<file path="src/rtl/alu_rs_pkg.sv">
// Shared types for the ALU reservation station: entry layout, issue payload
// and the CDB snoop helper used by both allocation bypass and wakeup.
package alu_pkg;

    localparam int TAG_W  = 4;
    localparam int DATA_W = 8;

    typedef struct packed {
        logic              rdy;
        logic [TAG_W-1:0]  tag;
        logic [DATA_W-1:0] val;
    } rs_src_t;

    typedef struct packed {
        logic           valid;
        logic [7:0]     operand;
        logic [3:0]     robid;
        logic [7:0]     wbs;
        logic [7:0]     flags;
        rs_src_t [1:0]  src;
    } rs_entry_t;

    // Fields that travel to the FU when an entry issues.
    typedef struct packed {
        logic [7:0]        operand;
        logic [3:0]        robid;
        logic [7:0]        wbs;
        logic [7:0]        flags;
        logic [DATA_W-1:0] val_a;
        logic [DATA_W-1:0] val_b;
    } rs_issue_t;

    // A waiting source captures the broadcast value when the tag matches.
    function automatic rs_src_t snoop(input rs_src_t           s,
                                      input logic              cdb_valid,
                                      input logic [TAG_W-1:0]  cdb_id,
                                      input logic [DATA_W-1:0] cdb_val);
        rs_src_t r;
        r = s;
        if (!s.rdy && cdb_valid && (s.tag == cdb_id)) begin
            r.rdy = 1'b1;
            r.val = cdb_val;
        end
        return r;
    endfunction

endpackage

</file>
<file path="src/rtl/alu_rs_if.sv">
// Dispatch, CDB and FU-side signals of the ALU reservation station.
// master = environment (dispatch/CDB/FU), slave = reservation station.
interface alu_rs_if;
    import alu_pkg::*;

    logic                         alloc_valid;
    logic                         alloc_ready;
    logic [7:0]                   alloc_operand;
    logic [3:0]                   alloc_robid;
    logic [7:0]                   alloc_wbs;
    logic [7:0]                   alloc_flags;
    logic [1:0]                   alloc_src_rdy;
    logic [1:0][TAG_W-1:0]        alloc_src_tag;
    logic [1:0][DATA_W-1:0]       alloc_src_val;

    logic                         cdb_valid;
    logic [TAG_W-1:0]             cdb_id;
    logic [DATA_W-1:0]            cdb_val;

    logic                         fu_busy;
    logic                         fu_transmit;
    logic [7:0]                   fu_operand;
    logic [1:0][DATA_W-1:0]       fu_depvals;
    logic [7:0]                   fu_wbs;
    logic [7:0]                   fu_flags;
    logic [3:0]                   fu_robid;

    modport master (
        output alloc_valid, alloc_operand, alloc_robid, alloc_wbs, alloc_flags,
               alloc_src_rdy, alloc_src_tag, alloc_src_val,
               cdb_valid, cdb_id, cdb_val, fu_busy,
        input  alloc_ready, fu_transmit, fu_operand, fu_depvals, fu_wbs,
               fu_flags, fu_robid
    );

    modport slave (
        input  alloc_valid, alloc_operand, alloc_robid, alloc_wbs, alloc_flags,
               alloc_src_rdy, alloc_src_tag, alloc_src_val,
               cdb_valid, cdb_id, cdb_val, fu_busy,
        output alloc_ready, fu_transmit, fu_operand, fu_depvals, fu_wbs,
               fu_flags, fu_robid
    );

endinterface

</file>
<file path="src/rtl/alu_rs_prio_pick.sv">
// Fixed-priority picker: lowest set request bit wins.
// Produces a one-hot grant, its binary index and an any-request flag.
module rs_prio_pick #(
    parameter  int N     = 4,
    localparam int IDX_W = (N > 1) ? $clog2(N) : 1
) (
    input  logic [N-1:0]     req,
    output logic [N-1:0]     grant,
    output logic [IDX_W-1:0] idx,
    output logic             any
);

    logic [N-1:0] lower_seen;

    always_comb begin
        logic seen;
        seen       = 1'b0;
        lower_seen = '0;
        for (int i = 0; i < N; i++) begin
            lower_seen[i] = seen;
            seen          = seen | req[i];
        end
    end

    generate
        for (genvar gi = 0; gi < N; gi++) begin : g_grant
            assign grant[gi] = req[gi] & ~lower_seen[gi];
        end
    endgenerate

    always_comb begin
        idx = '0;
        for (int i = 0; i < N; i++) begin
            if (grant[i]) idx = IDX_W'(i);
        end
    end

    assign any = |req;

endmodule

</file>
<file path="src/rtl/alu_rs.sv">
// Reservation station for one ALU: holds renamed ops until both operands are
// known (via dispatch or CDB snoop) and issues the lowest ready entry to the FU.
module alu_rs
    import alu_pkg::*;
#(
    parameter int DEPTH = 4
) (
    input  logic                         clk,
    input  logic                         rst_n,
    input  logic                         flush,
    alu_rs_if.slave                      bus,
    output logic [$clog2(DEPTH+1)-1:0]   occupancy
);

    localparam int IDX_W = (DEPTH > 1) ? $clog2(DEPTH) : 1;
    localparam int OCC_W = $clog2(DEPTH + 1);

    logic [DEPTH-1:0]      valid_vec;
    logic [DEPTH-1:0]      free_req;
    logic [DEPTH-1:0]      ready_vec;
    logic [DEPTH-1:0]      free_grant;
    logic [DEPTH-1:0]      ready_grant;
    logic [IDX_W-1:0]      free_idx;
    logic [IDX_W-1:0]      ready_idx;
    logic                  free_any;
    logic                  ready_any;
    logic                  alloc_fire;
    logic                  issue_fire;
    rs_entry_t             alloc_entry;
    rs_issue_t [DEPTH-1:0] pay_vec;
    rs_issue_t             issue_pay;

    assign free_req = ~valid_vec;

    rs_prio_pick #(.N(DEPTH)) u_free_pick (
        .req   (free_req),
        .grant (free_grant),
        .idx   (free_idx),
        .any   (free_any)
    );

    rs_prio_pick #(.N(DEPTH)) u_ready_pick (
        .req   (ready_vec),
        .grant (ready_grant),
        .idx   (ready_idx),
        .any   (ready_any)
    );

    // The free grant already selects the target entry; its index has no consumer.
    logic unused_free_idx;
    assign unused_free_idx = ^free_idx;

    assign bus.alloc_ready = free_any;
    assign alloc_fire      = bus.alloc_valid & free_any & ~flush;
    assign issue_fire      = ready_any & ~bus.fu_busy & ~flush;

    // Incoming op, with a not-ready source caught by a same-cycle broadcast.
    always_comb begin
        alloc_entry         = '0;
        alloc_entry.valid   = 1'b1;
        alloc_entry.operand = bus.alloc_operand;
        alloc_entry.robid   = bus.alloc_robid;
        alloc_entry.wbs     = bus.alloc_wbs;
        alloc_entry.flags   = bus.alloc_flags;
        for (int s = 0; s < 2; s++) begin
            alloc_entry.src[s].rdy = bus.alloc_src_rdy[s];
            alloc_entry.src[s].tag = bus.alloc_src_tag[s];
            alloc_entry.src[s].val = bus.alloc_src_val[s];
            alloc_entry.src[s]     = snoop(alloc_entry.src[s], bus.cdb_valid,
                                           bus.cdb_id, bus.cdb_val);
        end
    end

    generate
        for (genvar gi = 0; gi < DEPTH; gi++) begin : g_entry
            rs_entry_t entry_reg;
            rs_entry_t entry_next;

            always_comb begin
                entry_next = entry_reg;
                for (int s = 0; s < 2; s++) begin
                    entry_next.src[s] = snoop(entry_reg.src[s], bus.cdb_valid,
                                              bus.cdb_id, bus.cdb_val);
                end
                if (issue_fire && ready_grant[gi]) entry_next.valid = 1'b0;
                if (alloc_fire && free_grant[gi])  entry_next = alloc_entry;
                if (flush)                         entry_next.valid = 1'b0;
            end

            always_ff @(posedge clk or negedge rst_n) begin
                if (!rst_n) begin
                    entry_reg <= '0;
                end else begin
                    entry_reg <= entry_next;
                end
            end

            // Readiness comes from registered state only, so a fresh wakeup
            // waits one cycle before it can be selected.
            assign valid_vec[gi] = entry_reg.valid;
            assign ready_vec[gi] = entry_reg.valid & entry_reg.src[0].rdy
                                                   & entry_reg.src[1].rdy;
            assign pay_vec[gi]   = '{operand: entry_reg.operand,
                                     robid:   entry_reg.robid,
                                     wbs:     entry_reg.wbs,
                                     flags:   entry_reg.flags,
                                     val_a:   entry_reg.src[1].val,
                                     val_b:   entry_reg.src[0].val};
        end
    endgenerate

    assign issue_pay = pay_vec[ready_idx];

    always_ff @(posedge clk or negedge rst_n) begin
        if (!rst_n) begin
            bus.fu_transmit <= 1'b0;
            bus.fu_operand  <= '0;
            bus.fu_depvals  <= '0;
            bus.fu_wbs      <= '0;
            bus.fu_flags    <= '0;
            bus.fu_robid    <= '0;
        end else begin
            bus.fu_transmit <= issue_fire;
            if (issue_fire) begin
                bus.fu_operand <= issue_pay.operand;
                bus.fu_depvals <= {issue_pay.val_a, issue_pay.val_b};
                bus.fu_wbs     <= issue_pay.wbs;
                bus.fu_flags   <= issue_pay.flags;
                bus.fu_robid   <= issue_pay.robid;
            end
        end
    end

    always_comb begin
        occupancy = '0;
        for (int i = 0; i < DEPTH; i++) begin
            occupancy = occupancy + OCC_W'(valid_vec[i]);
        end
    end

endmodule

</file>
<file path="src/flat_wrapper.sv">
// flat-port wrapper written by rule: the top's interface ports become plain ports
module alu_rs_flat import alu_pkg::*;
#(
    parameter int DEPTH = 4
)
  (clk, rst_n, flush, occupancy, bus_alloc_valid, bus_alloc_operand, bus_alloc_robid, bus_alloc_wbs, bus_alloc_flags, bus_alloc_src_rdy, bus_alloc_src_tag, bus_alloc_src_val, bus_cdb_valid, bus_cdb_id, bus_cdb_val, bus_fu_busy, bus_alloc_ready, bus_fu_transmit, bus_fu_operand, bus_fu_depvals, bus_fu_wbs, bus_fu_flags, bus_fu_robid);
  alu_rs_if bus_i ();
  input  logic clk;
  input  logic rst_n;
  input  logic flush;
  output logic [$clog2(DEPTH+1)-1:0] occupancy;
  input wire logic [$bits(bus_i.alloc_valid)-1:0] bus_alloc_valid;
  input wire logic [$bits(bus_i.alloc_operand)-1:0] bus_alloc_operand;
  input wire logic [$bits(bus_i.alloc_robid)-1:0] bus_alloc_robid;
  input wire logic [$bits(bus_i.alloc_wbs)-1:0] bus_alloc_wbs;
  input wire logic [$bits(bus_i.alloc_flags)-1:0] bus_alloc_flags;
  input wire logic [$bits(bus_i.alloc_src_rdy)-1:0] bus_alloc_src_rdy;
  input wire logic [$bits(bus_i.alloc_src_tag)-1:0] bus_alloc_src_tag;
  input wire logic [$bits(bus_i.alloc_src_val)-1:0] bus_alloc_src_val;
  input wire logic [$bits(bus_i.cdb_valid)-1:0] bus_cdb_valid;
  input wire logic [$bits(bus_i.cdb_id)-1:0] bus_cdb_id;
  input wire logic [$bits(bus_i.cdb_val)-1:0] bus_cdb_val;
  input wire logic [$bits(bus_i.fu_busy)-1:0] bus_fu_busy;
  output wire logic [$bits(bus_i.alloc_ready)-1:0] bus_alloc_ready;
  output wire logic [$bits(bus_i.fu_transmit)-1:0] bus_fu_transmit;
  output wire logic [$bits(bus_i.fu_operand)-1:0] bus_fu_operand;
  output wire logic [$bits(bus_i.fu_depvals)-1:0] bus_fu_depvals;
  output wire logic [$bits(bus_i.fu_wbs)-1:0] bus_fu_wbs;
  output wire logic [$bits(bus_i.fu_flags)-1:0] bus_fu_flags;
  output wire logic [$bits(bus_i.fu_robid)-1:0] bus_fu_robid;
  assign bus_i.alloc_valid = bus_alloc_valid;
  assign bus_i.alloc_operand = bus_alloc_operand;
  assign bus_i.alloc_robid = bus_alloc_robid;
  assign bus_i.alloc_wbs = bus_alloc_wbs;
  assign bus_i.alloc_flags = bus_alloc_flags;
  assign bus_i.alloc_src_rdy = bus_alloc_src_rdy;
  assign bus_i.alloc_src_tag = bus_alloc_src_tag;
  assign bus_i.alloc_src_val = bus_alloc_src_val;
  assign bus_i.cdb_valid = bus_cdb_valid;
  assign bus_i.cdb_id = bus_cdb_id;
  assign bus_i.cdb_val = bus_cdb_val;
  assign bus_i.fu_busy = bus_fu_busy;
  assign bus_alloc_ready = bus_i.alloc_ready;
  assign bus_fu_transmit = bus_i.fu_transmit;
  assign bus_fu_operand = bus_i.fu_operand;
  assign bus_fu_depvals = bus_i.fu_depvals;
  assign bus_fu_wbs = bus_i.fu_wbs;
  assign bus_fu_flags = bus_i.fu_flags;
  assign bus_fu_robid = bus_i.fu_robid;
  alu_rs #(.DEPTH(DEPTH)) u_core (.clk(clk), .rst_n(rst_n), .flush(flush), .bus(bus_i), .occupancy(occupancy));
endmodule
</file>
<file path="config.mk">
export PLATFORM = sky130hd
export DESIGN_NAME = alu_rs_flat
export DESIGN_NICKNAME = d
export VERILOG_FILES = /design/src/rtl/alu_rs_pkg.sv /design/src/rtl/alu_rs_if.sv /design/src/rtl/alu_rs_prio_pick.sv /design/src/rtl/alu_rs.sv /design/src/flat_wrapper.sv
export SDC_FILE = /design/constraint.sdc
export NUM_CORES = 1
export LEC_CHECK = 0
export ABC_AREA = 1
export CORE_ASPECT_RATIO = 0.7
export CORE_UTILIZATION = 63
export DETAILED_ROUTE_END_ITERATION = 16
export PLACE_DENSITY = 0.83
export SYNTH_ARGS = -nofsm -noshare
export SYNTH_HDL_FRONTEND = slang
export SYNTH_HIERARCHICAL = 1
export SYNTH_SLANG_ARGS = --single-unit
export TNS_END_PERCENT = 1
</file>
<file path="constraint.sdc">
create_clock -name clk -period 3.54 [get_ports clk]
set_input_delay 0.354 -clock clk [delete_from_list [all_inputs] [get_ports clk]]
set_output_delay 0.354 -clock clk [all_outputs]
set_load 0.01 [all_outputs]
</file>
# ---- Yosys cells after proc, flatten, opt, wreduce, memory -nomap -nowiden
# Index checks and enable logic that the tools add are counted.
dict set report word_totals {
  reg_bits 265
  inputBits 72
  wordCells 185
  output_inout_bits 49
}
dict set report op_classes {
  reduce_logical 52
  n_mux 37
  n_addsub 3
  order_cmp 1
  bitwise 31
  n_eq_ne 10
}
# operator count
set op_table {}
lappend op_table {{$mux 55} 4}
lappend op_table {{$bmux 44 s2} 1}
lappend op_table {{$mux 8} 10}
lappend op_table {{$mux 44} 1}
lappend op_table {{$eq 4x4->1} 10}
lappend op_table {{$logic_and 1x1->1} 28}
lappend op_table {{$mux 1} 19}
lappend op_table {{$and 1x1->1} 18}
lappend op_table {{$reduce_bool 2->1} 8}
lappend op_table {{$reduce_bool 3->1} 4}
lappend op_table {{$logic_not 1->1} 10}
lappend op_table {{$not 1->1} 8}
lappend op_table {{$reduce_or 4->1} 2}
lappend op_table {{$add 3x1->3} 2}
lappend op_table {{$mux 2} 2}
lappend op_table {{$not 4->4} 1}
lappend op_table {{$or 1x1->1} 4}
lappend op_table {{$lt 2x3->1 const B} 1}
lappend op_table {{$add 1x1->2} 1}

# ---- Depth between registers and ports, before layout
# Gate-level depths: netlist (run 1).
dict set report depth {
  word_depth 10
  depth_mapped 12
  ltp_nobuf 11
}

# ---- Hierarchy
# The synthesis (run 1) kept the hierarchy.
# mod seq_area_each_um2 n_inst cells_each area_per_inst_um2
set by_module_without_submodules {}
lappend by_module_without_submodules {alu_rs 6631.4 1 1613 13222.7}
lappend by_module_without_submodules {rs_prio_pick 0.0 2 14 72.6}

# ---- Worst setup path before layout (run 1)
# OpenSTA, ideal clock, no wires.
dict set report synth_path {
  path_kind {reg-to-reg}
  from {register u_core/g_entry[1].entry_reg[54] (netlist bit)}
  to {register u_core.bus.fu_operand[1]}
  path_buffers 3
  stages_incl_launch_ff 12
  t_arrival_ns 1.967
  t_required_ns 3.423
  setup_slack_ns 1.455
  cell_sequence {dfrtp_1 > inv_1 > nor3_1 > nand2_1 > nand2_1 > buf_2 > buf_4 > buf_2 > mux2i_1 > o22ai_1 > nand2_1 > nand2_1}
}
dict set report synth_between {
  elab_chain_cells 9
}
# element line_no
set synth_lines {}
lappend synth_lines {{from (decl)} alu_rs.sv:76} ;# rs_entry_t entry_reg;
lappend synth_lines {{from (signal assigned)} alu_rs.sv:94} ;# entry_reg <= entry_next;
lappend synth_lines {{$and 1x1->1 *} alu_rs.sv:101} ;# assign ready_vec[gi] = entry_reg.valid & entry_reg.src[0].rdy
lappend synth_lines {{$and 1x1->1 *} alu_rs.sv:102} ;# & entry_reg.src[1].rdy;
lappend synth_lines {{named net u_core.ready_vec[1]} alu_rs.sv:20} ;# logic [DEPTH-1:0] ready_vec;
lappend synth_lines {{$or 1x1->1} alu_rs_prio_pick.sv:21} ;# seen = seen | req[i];
lappend synth_lines {{$not 1->1 or $or 1x1->1 (tied branches)} {alu_rs_prio_pick.sv:27, alu_rs_prio_pick.sv:21}}
lappend synth_lines {{$and 1x1->1 or $not 1->1 (tied branches)} alu_rs_prio_pick.sv:27} ;# assign grant[gi] = req[gi] & ~lower_seen[gi];
lappend synth_lines {{$mux 2 or $and 1x1->1 (tied branches)} {alu_rs_prio_pick.sv:34, alu_rs_prio_pick.sv:27}}
lappend synth_lines {{$mux 2 *} alu_rs_prio_pick.sv:34} ;# if (grant[i]) idx = IDX_W'(i);
lappend synth_lines {{named net u_core.ready_idx[0]} alu_rs.sv:24} ;# logic [IDX_W-1:0] ready_idx;
lappend synth_lines {{$bmux 44 s2 *} alu_rs.sv:112} ;# assign issue_pay = pay_vec[ready_idx];
lappend synth_lines {{$mux 44 (implied by the code) *} alu_rs.sv:112}
lappend synth_lines {{to (signal assigned)} alu_rs.sv:125} ;# bus.fu_operand <= issue_pay.operand;
lappend synth_lines {{to (decl)} alu_rs_if.sv:40} ;# output alloc_ready, fu_transmit, fu_operand, fu_depvals, fu_wbs,
# The timed path passes the listed nets; every way through them passes the cells marked *. The select of a mux whose other input is x is not followed.
# A chain may end at the register's enable or synchronous reset.

# ---- Worst setup path in the final report (run 1)
dict set report layout_path {
  from {register u_core/g_entry[0].entry_reg[54] (netlist bit)}
  to {output occupancy[1]}
}
dict set report layout_between {
  elab_chain_cells 3
}
# element line_no
set layout_lines {}
lappend layout_lines {{from (decl)} alu_rs.sv:76}
lappend layout_lines {{from (signal assigned)} alu_rs.sv:94}
lappend layout_lines {{$add 1x1->2} alu_rs.sv:137} ;# occupancy = occupancy + OCC_W'(valid_vec[i]);
lappend layout_lines {{$add 3x1->3 (2 in a row)} alu_rs.sv:137}
lappend layout_lines {{to (decl)} flat_wrapper.sv:11} ;# output logic [$clog2(DEPTH+1)-1:0] occupancy;
# Every way passes these cells.

==> results of run 1 <==
==> layer usage <==
metal	part of all wire	track usage	vias to the layer above
li1	-	-	5596
met1	0.41	0.565	5967
met2	0.42	0.550	837
met3	0.15	0.157	120
met4	0.027	0.0957	0
met5	0	0	-
==> critical path: stages (launching register included) <==
cell             delay [ps]
dfrtp_1                 340
inv_1                   150
fa_1                    560
inv_1                    60
ha_1                    210
ha_1                    310
clkdlybuf4s50_1         530
==> cell type report <==
cell class | instances | area [µm²]
sequential | 265 | 6630
multi-input combinational | 1137 | 5760
fill | 1550 | 5200
timing repair buffer | 144 | 1440
clock buffer | 38 | 746
inverter | 148 | 556
tap | 276 | 345
clock inverter | 8 | 82.6
==> power groups by stage <==
stage | combinational [mW] | sequential (mW) | clock (mW)
after CTS | 2.43 | 4.29 | 2.74
after global placement | 2.34 | 4.30 | 0
after detailed placement | 2.40 | 4.32 | 0
after global routing | 2.71 | 4.38 | 2.87
final | 2.45 | 4.30 | 2.72
after floorplan | 1.26 | 4.32 | 0
==> path summary, 6_finish.rpt <==
| path | to | slack [ps] | depth (start not counted) | startpoint |
|---|---|---|---|---|
| setup reg to reg | u_core/bus.fu_depvals[12]$_DFFE_PN0N_ | 700 | 9 | u_core/g_entry[1].entry_reg[54]$_DFFE_PN0P_ |
| setup / recovery | occupancy[1] | 490 | 6 | u_core/g_entry[0].entry_reg[54]$_DFFE_PN0P_ |
| hold / removal | u_core/g_entry[3].entry_reg[26]$_DFFE_PN0P_ | 430 | 3 | bus_alloc_flags[0] |
| max in group asynchronous | u_core/bus.fu_depvals[14]$_DFFE_PN0N_ | 2190 | 3 | rst_n |
| min in group asynchronous | u_core/g_entry[3].entry_reg[40]$_DFFE_PN0P_ | 480 | 2 | rst_n |
| hold reg to reg | u_core/bus.fu_depvals[4]$_DFFE_PN0N_ | 480 | 2 | u_core/bus.fu_depvals[4]$_DFFE_PN0N_ |
==> stage by stage <==
stage	instance area, µm²	setup slack (ps)	utilization
final	15600	490	0.750
after global routing	15600	440	0.750
after CTS	15600	491	0.750
after floorplan	13400	1460	-
after detailed placement	14700	881	0.709
after global placement	14700	918	0.709
==> cells in the final DEF, fill, tap and decap left out, drive strengths merged, types with 7 or more instances in the layout <==
master and instances:
buf 24, clkbuf 38, clkdlybuf4s50 119, clkinv 7
dfrtp 265, inv 147, mux2i 44, nand2 424
nand3 304, nand4 8, nor2 81, nor3 16
o21ai 205, o22ai 44
==> flow_metrics.env, run 1 <==
export IMPL_status="completed"
export IMPL_relSlewSlack=0.386
export IMPL_n_antenna_cell=0
export IMPL_grt_pass1_vias=11600
export IMPL_drt_pre_antenna_iters=6
export IMPL_p_total_mw=9.47
export IMPL_synthCells=1638
export IMPL_grt_usage=0.392
export IMPL_rsz0062_at_grt="false"
export IMPL_critPathKind="reg -> out"
export IMPL_postSynthAreaPerCell_um2=8.15
export IMPL_routed_via_count=12500
export IMPL_io_buffers=120
export IMPL_row_count=44
export IMPL_cts_inserted_buffers=26
export IMPL_worstPathRequired_ps=3190
export IMPL_min_delay_path_class="in -> reg"
export IMPL_power_density_mw_per_mm2=609
export IMPL_nets=1797
export IMPL_cts_sinks=265
export IMPL_dp_cells=1969
export IMPL_gp_congestion=1.01
export IMPL_drc=0
export IMPL_cts_tree="done"
export IMPL_setup_tns_ps=0
export IMPL_clk_path_buf_depth=3
export IMPL_p_comb_frac=0.259
export IMPL_ant_nets=0
export IMPL_fin_crit_sh=0.862
export IMPL_end_kind="primary output"
export IMPL_post_cts_repair_setup_buffers=0
export IMPL_peakVddDrop_mv=0.350
export IMPL_crit_fanout=6
export IMPL_worst_pin_slew_ps=915
export IMPL_final_layout_size_suffix_gt1_frac=0.0724
export IMPL_drv_cap=0
export IMPL_finalMaxSlewViolations=0
export IMPL_crit_arrival_ps=2700
export IMPL_setup_violations=0
export IMPL_start_util=0.643
export IMPL_fin_cells=2016
export IMPL_antenna_found_initial=0
export IMPL_grt_overflow_total=0
export IMPL_cts_root_buf="clkbuf_16"
export IMPL_cts_resized=0
export IMPL_routed_wl_mm=41.4
export IMPL_area_growth_pct=16.5
export IMPL_dieArea_mm2=0.0218
export IMPL_cts_hold_buf=1
export IMPL_grt_start_max_net_pins=113
export IMPL_post_dp_hpwl_mm=27.5
export IMPL_vias_per_cell=6.21
export IMPL_largest_reg_flops=220
export IMPL_clk_latency_ps=540
export IMPL_drt_initial_drc_count=1997
export IMPL_crit_path_start_kind="flop"
export IMPL_hold_viol_final=0
export IMPL_syn_nets=1713
export IMPL_synth_cell_area_mm2=0.0134
export IMPL_htreeDepth=1
export IMPL_clkPwrFrac=0.287
export IMPL_grt_pass1_wl_mm=65.0
export IMPL_swShare=0.319
export IMPL_p_switching_mw=3.02
export IMPL_leakage_nw=7.64
export IMPL_wl_per_cell_um=20.5
export IMPL_dieWidth_um=176
export IMPL_hold_ws_ps=432
export IMPL_yosys_warnings=6
export IMPL_core_mm2=0.0208
export IMPL_power_share_sequential=0.454
export IMPL_period_needed_ps=3050
export IMPL_clock_skew_ps=12.6
export IMPL_pin_count=121
export IMPL_internal_power_mw=6.45
export IMPL_die_h_um=124
export IMPL_maxClockFrequency_mhz=328
export IMPL_path_clk_slew_ps=60
(Power assumes the default switching activity.)
==> run 2, diff against run 1 <==
==> constraint.sdc (replaced) <==
create_clock -name clk -period 3.6 [get_ports clk]
set_input_delay 0.36 -clock clk [delete_from_list [all_inputs] [get_ports clk]]
set_output_delay 0.36 -clock clk [all_outputs]
set_load 0.01 [all_outputs]
==> flow_metrics.env, run 2 (same netlist as run 1, synthesis figures left out) <==
export IMPL_cts_hold_buf=1
export IMPL_clk_path_buf_depth=3
export IMPL_worstPathRequired_ps=3240
export IMPL_wl_per_cell_um=19.5
export IMPL_drc=0
export IMPL_nFillCells=1512
export IMPL_reg2reg_to="u_core/bus.fu_depvals[0]$_DFFE_PN0N_"
export IMPL_cts_resized=0
export IMPL_crit_path_start_kind="flop"
export IMPL_drv_cap=0
export IMPL_drt_initial_drc_count=1732
export IMPL_largest_reg_flops=220
export IMPL_cts_root_buf="clkbuf_16"
export IMPL_cpPeakStageDelay_ps=560
export IMPL_crit_family="adder cells"
export IMPL_htreeDepth=1
export IMPL_grt_pass1_wl_mm=61.9
export IMPL_routed_wl_mm=39.4
export IMPL_nets=1798
export IMPL_p_total_mw=9.45
export IMPL_rsz0062_at_grt="false"
export IMPL_worstSetupPathDepth=6
export IMPL_power_density_mw_per_mm2=606
export IMPL_min_delay_path_class="in -> reg"
export IMPL_reg2reg_slack_ps=770
export IMPL_grt_usage=0.368
export IMPL_crit_arrival_ps=2620
export IMPL_drt_pre_antenna_iters=6
export IMPL_path_clk_slew_ps=70
export IMPL_clk_latency_ps=540
export IMPL_worst_pin_slew_ps=1030
export IMPL_gp_congestion=0.990
export IMPL_grt_overflow_total=0
export IMPL_seq_area_mm2=0.00663
export IMPL_row_count=44
export IMPL_cts_sinks=265
export IMPL_min_from="bus_alloc_flags[6]"
export IMPL_hold_path_depth=3
export IMPL_grt_pass1_vias=11300
export IMPL_cp_slowest_cell="fa_1"
export IMPL_r2r_start="u_core/g_entry[1].entry_reg[54]$_DFFE_PN0P_"
export IMPL_io_buffers=120
export IMPL_r2r_cells=9
export IMPL_core_mm2=0.0208
export IMPL_layout_commonest_cell="nand2_1"
export IMPL_grt_start_max_net_pins=118
export IMPL_routed_via_count=12500
export IMPL_hold_viol_final=0
export IMPL_antenna_found_initial=1
export IMPL_final_cell_mix="nand2_1, nand3_1, dfrtp_1"
export IMPL_top_layer_used="met4"
export IMPL_multi_input_area_mm2=0.00576
export IMPL_finalMaxSlewViolations=0
export IMPL_post_dp_hpwl_mm=25.9
export IMPL_met3_wirelength_mm=5.29
export IMPL_relSlewSlack=0.314
export IMPL_die_h_um=124
export IMPL_leakage_nw=7.66
export IMPL_dieArea_mm2=0.0218
export IMPL_fin_crit_sh=0.829
export IMPL_start_util=0.643
export IMPL_setup_violations=0
export IMPL_hold_path_endpoint="u_core/g_entry[1].entry_reg[32]$_DFFE_PN0P_"
export IMPL_status="completed"
export IMPL_peakVddDrop_mv=0.397
export IMPL_setup_tns_ps=0
export IMPL_vias_per_cell=6.19
export IMPL_cts_inserted_buffers=25
export IMPL_end_kind="primary output"
export IMPL_crit_chain="inv_1 > fa_1 > inv_1 > ha_1 > ha_1 > clkdlybuf4s50_1"
export IMPL_area_growth_pct=16.6
export IMPL_maxClockFrequency_mhz=335
export IMPL_pin_count=121
export IMPL_clock_skew_ps=15.7
export IMPL_period_needed_ps=2980
export IMPL_path_buf_inv=3
export IMPL_post_cts_repair_setup_buffers=0
export IMPL_final_layout_size_suffix_gt1_frac=0.0747
export IMPL_wl_met2_mm=16.7
export IMPL_cts_tree="done"
export IMPL_dieWidth_um=176
export IMPL_ant_nets=0
export IMPL_critPathKind="reg -> out"
export IMPL_crit_fanout=6
export IMPL_met1Wirelength_mm=16.5
run 2: worst max path at each step:
stage	startpoint	to	slack, ps
after CTS	u_core/g_entry[0].entry_reg[54]$_DFFE_PN0P_	occupancy[1]	600
after detailed placement	u_core/g_entry[1].entry_reg[54]$_DFFE_PN0P_	u_core/bus.fu_depvals[0]$_DFFE_PN0N_	900
after global routing	u_core/g_entry[0].entry_reg[54]$_DFFE_PN0P_	occupancy[1]	520
final	u_core/g_entry[0].entry_reg[54]$_DFFE_PN0P_	occupancy[1]	620
after floorplan	u_core/g_entry[1].entry_reg[54]$_DFFE_PN0P_	u_core/bus.fu_operand[1]$_DFFE_PN0N_	1520
after global placement	bus_cdb_valid	u_core/g_entry[2].entry_reg[13]$_DFFE_PN0P_	1010
run 2: worst min-delay path: stages:
cell and delay (ps):
clkdlybuf4s50_1 400, inv_1 90, o21ai_0 90
run 2: final cells by class:
class / count / share of cell area
diodes: 1 / 0.000161
inverters: 148 / 0.0357
multi-input cells: 1137 / 0.370
repair buffers: 146 / 0.0909
clock buffers: 36 / 0.0480
well taps: 276 / 0.0222
flip-flops and latches: 265 / 0.426
clock inverters: 8 / 0.00763
run 2: layer usage:
layer,global-route usage,vias to the layer above
li1,-,5608
met1,0.549,5941
met2,0.525,837
met3,0.104,95
met4,0.103,0
met5,0,-
run 2: report_power, final:
group          switching, mW  internal, mW
clock                   1.15          1.65
combinational           1.32          1.08
sequential             0.489          3.75
total                   2.96          6.49
run 2: through the flow:
step | area [µm²] | hold slack [ps] | setup slack, ps | utilization | std cells
after floorplan | 13400 | 64.4 | 1520 | - | 1638
after global placement | 14700 | 461 | 1010 | 0.708 | 1971
after detailed placement | 14700 | 467 | 903 | 0.708 | 1971
after CTS | 15600 | 447 | 598 | 0.750 | 2016
after global routing | 15600 | 477 | 518 | 0.750 | 2016
final | 15600 | 448 | 615 | 0.750 | 2017
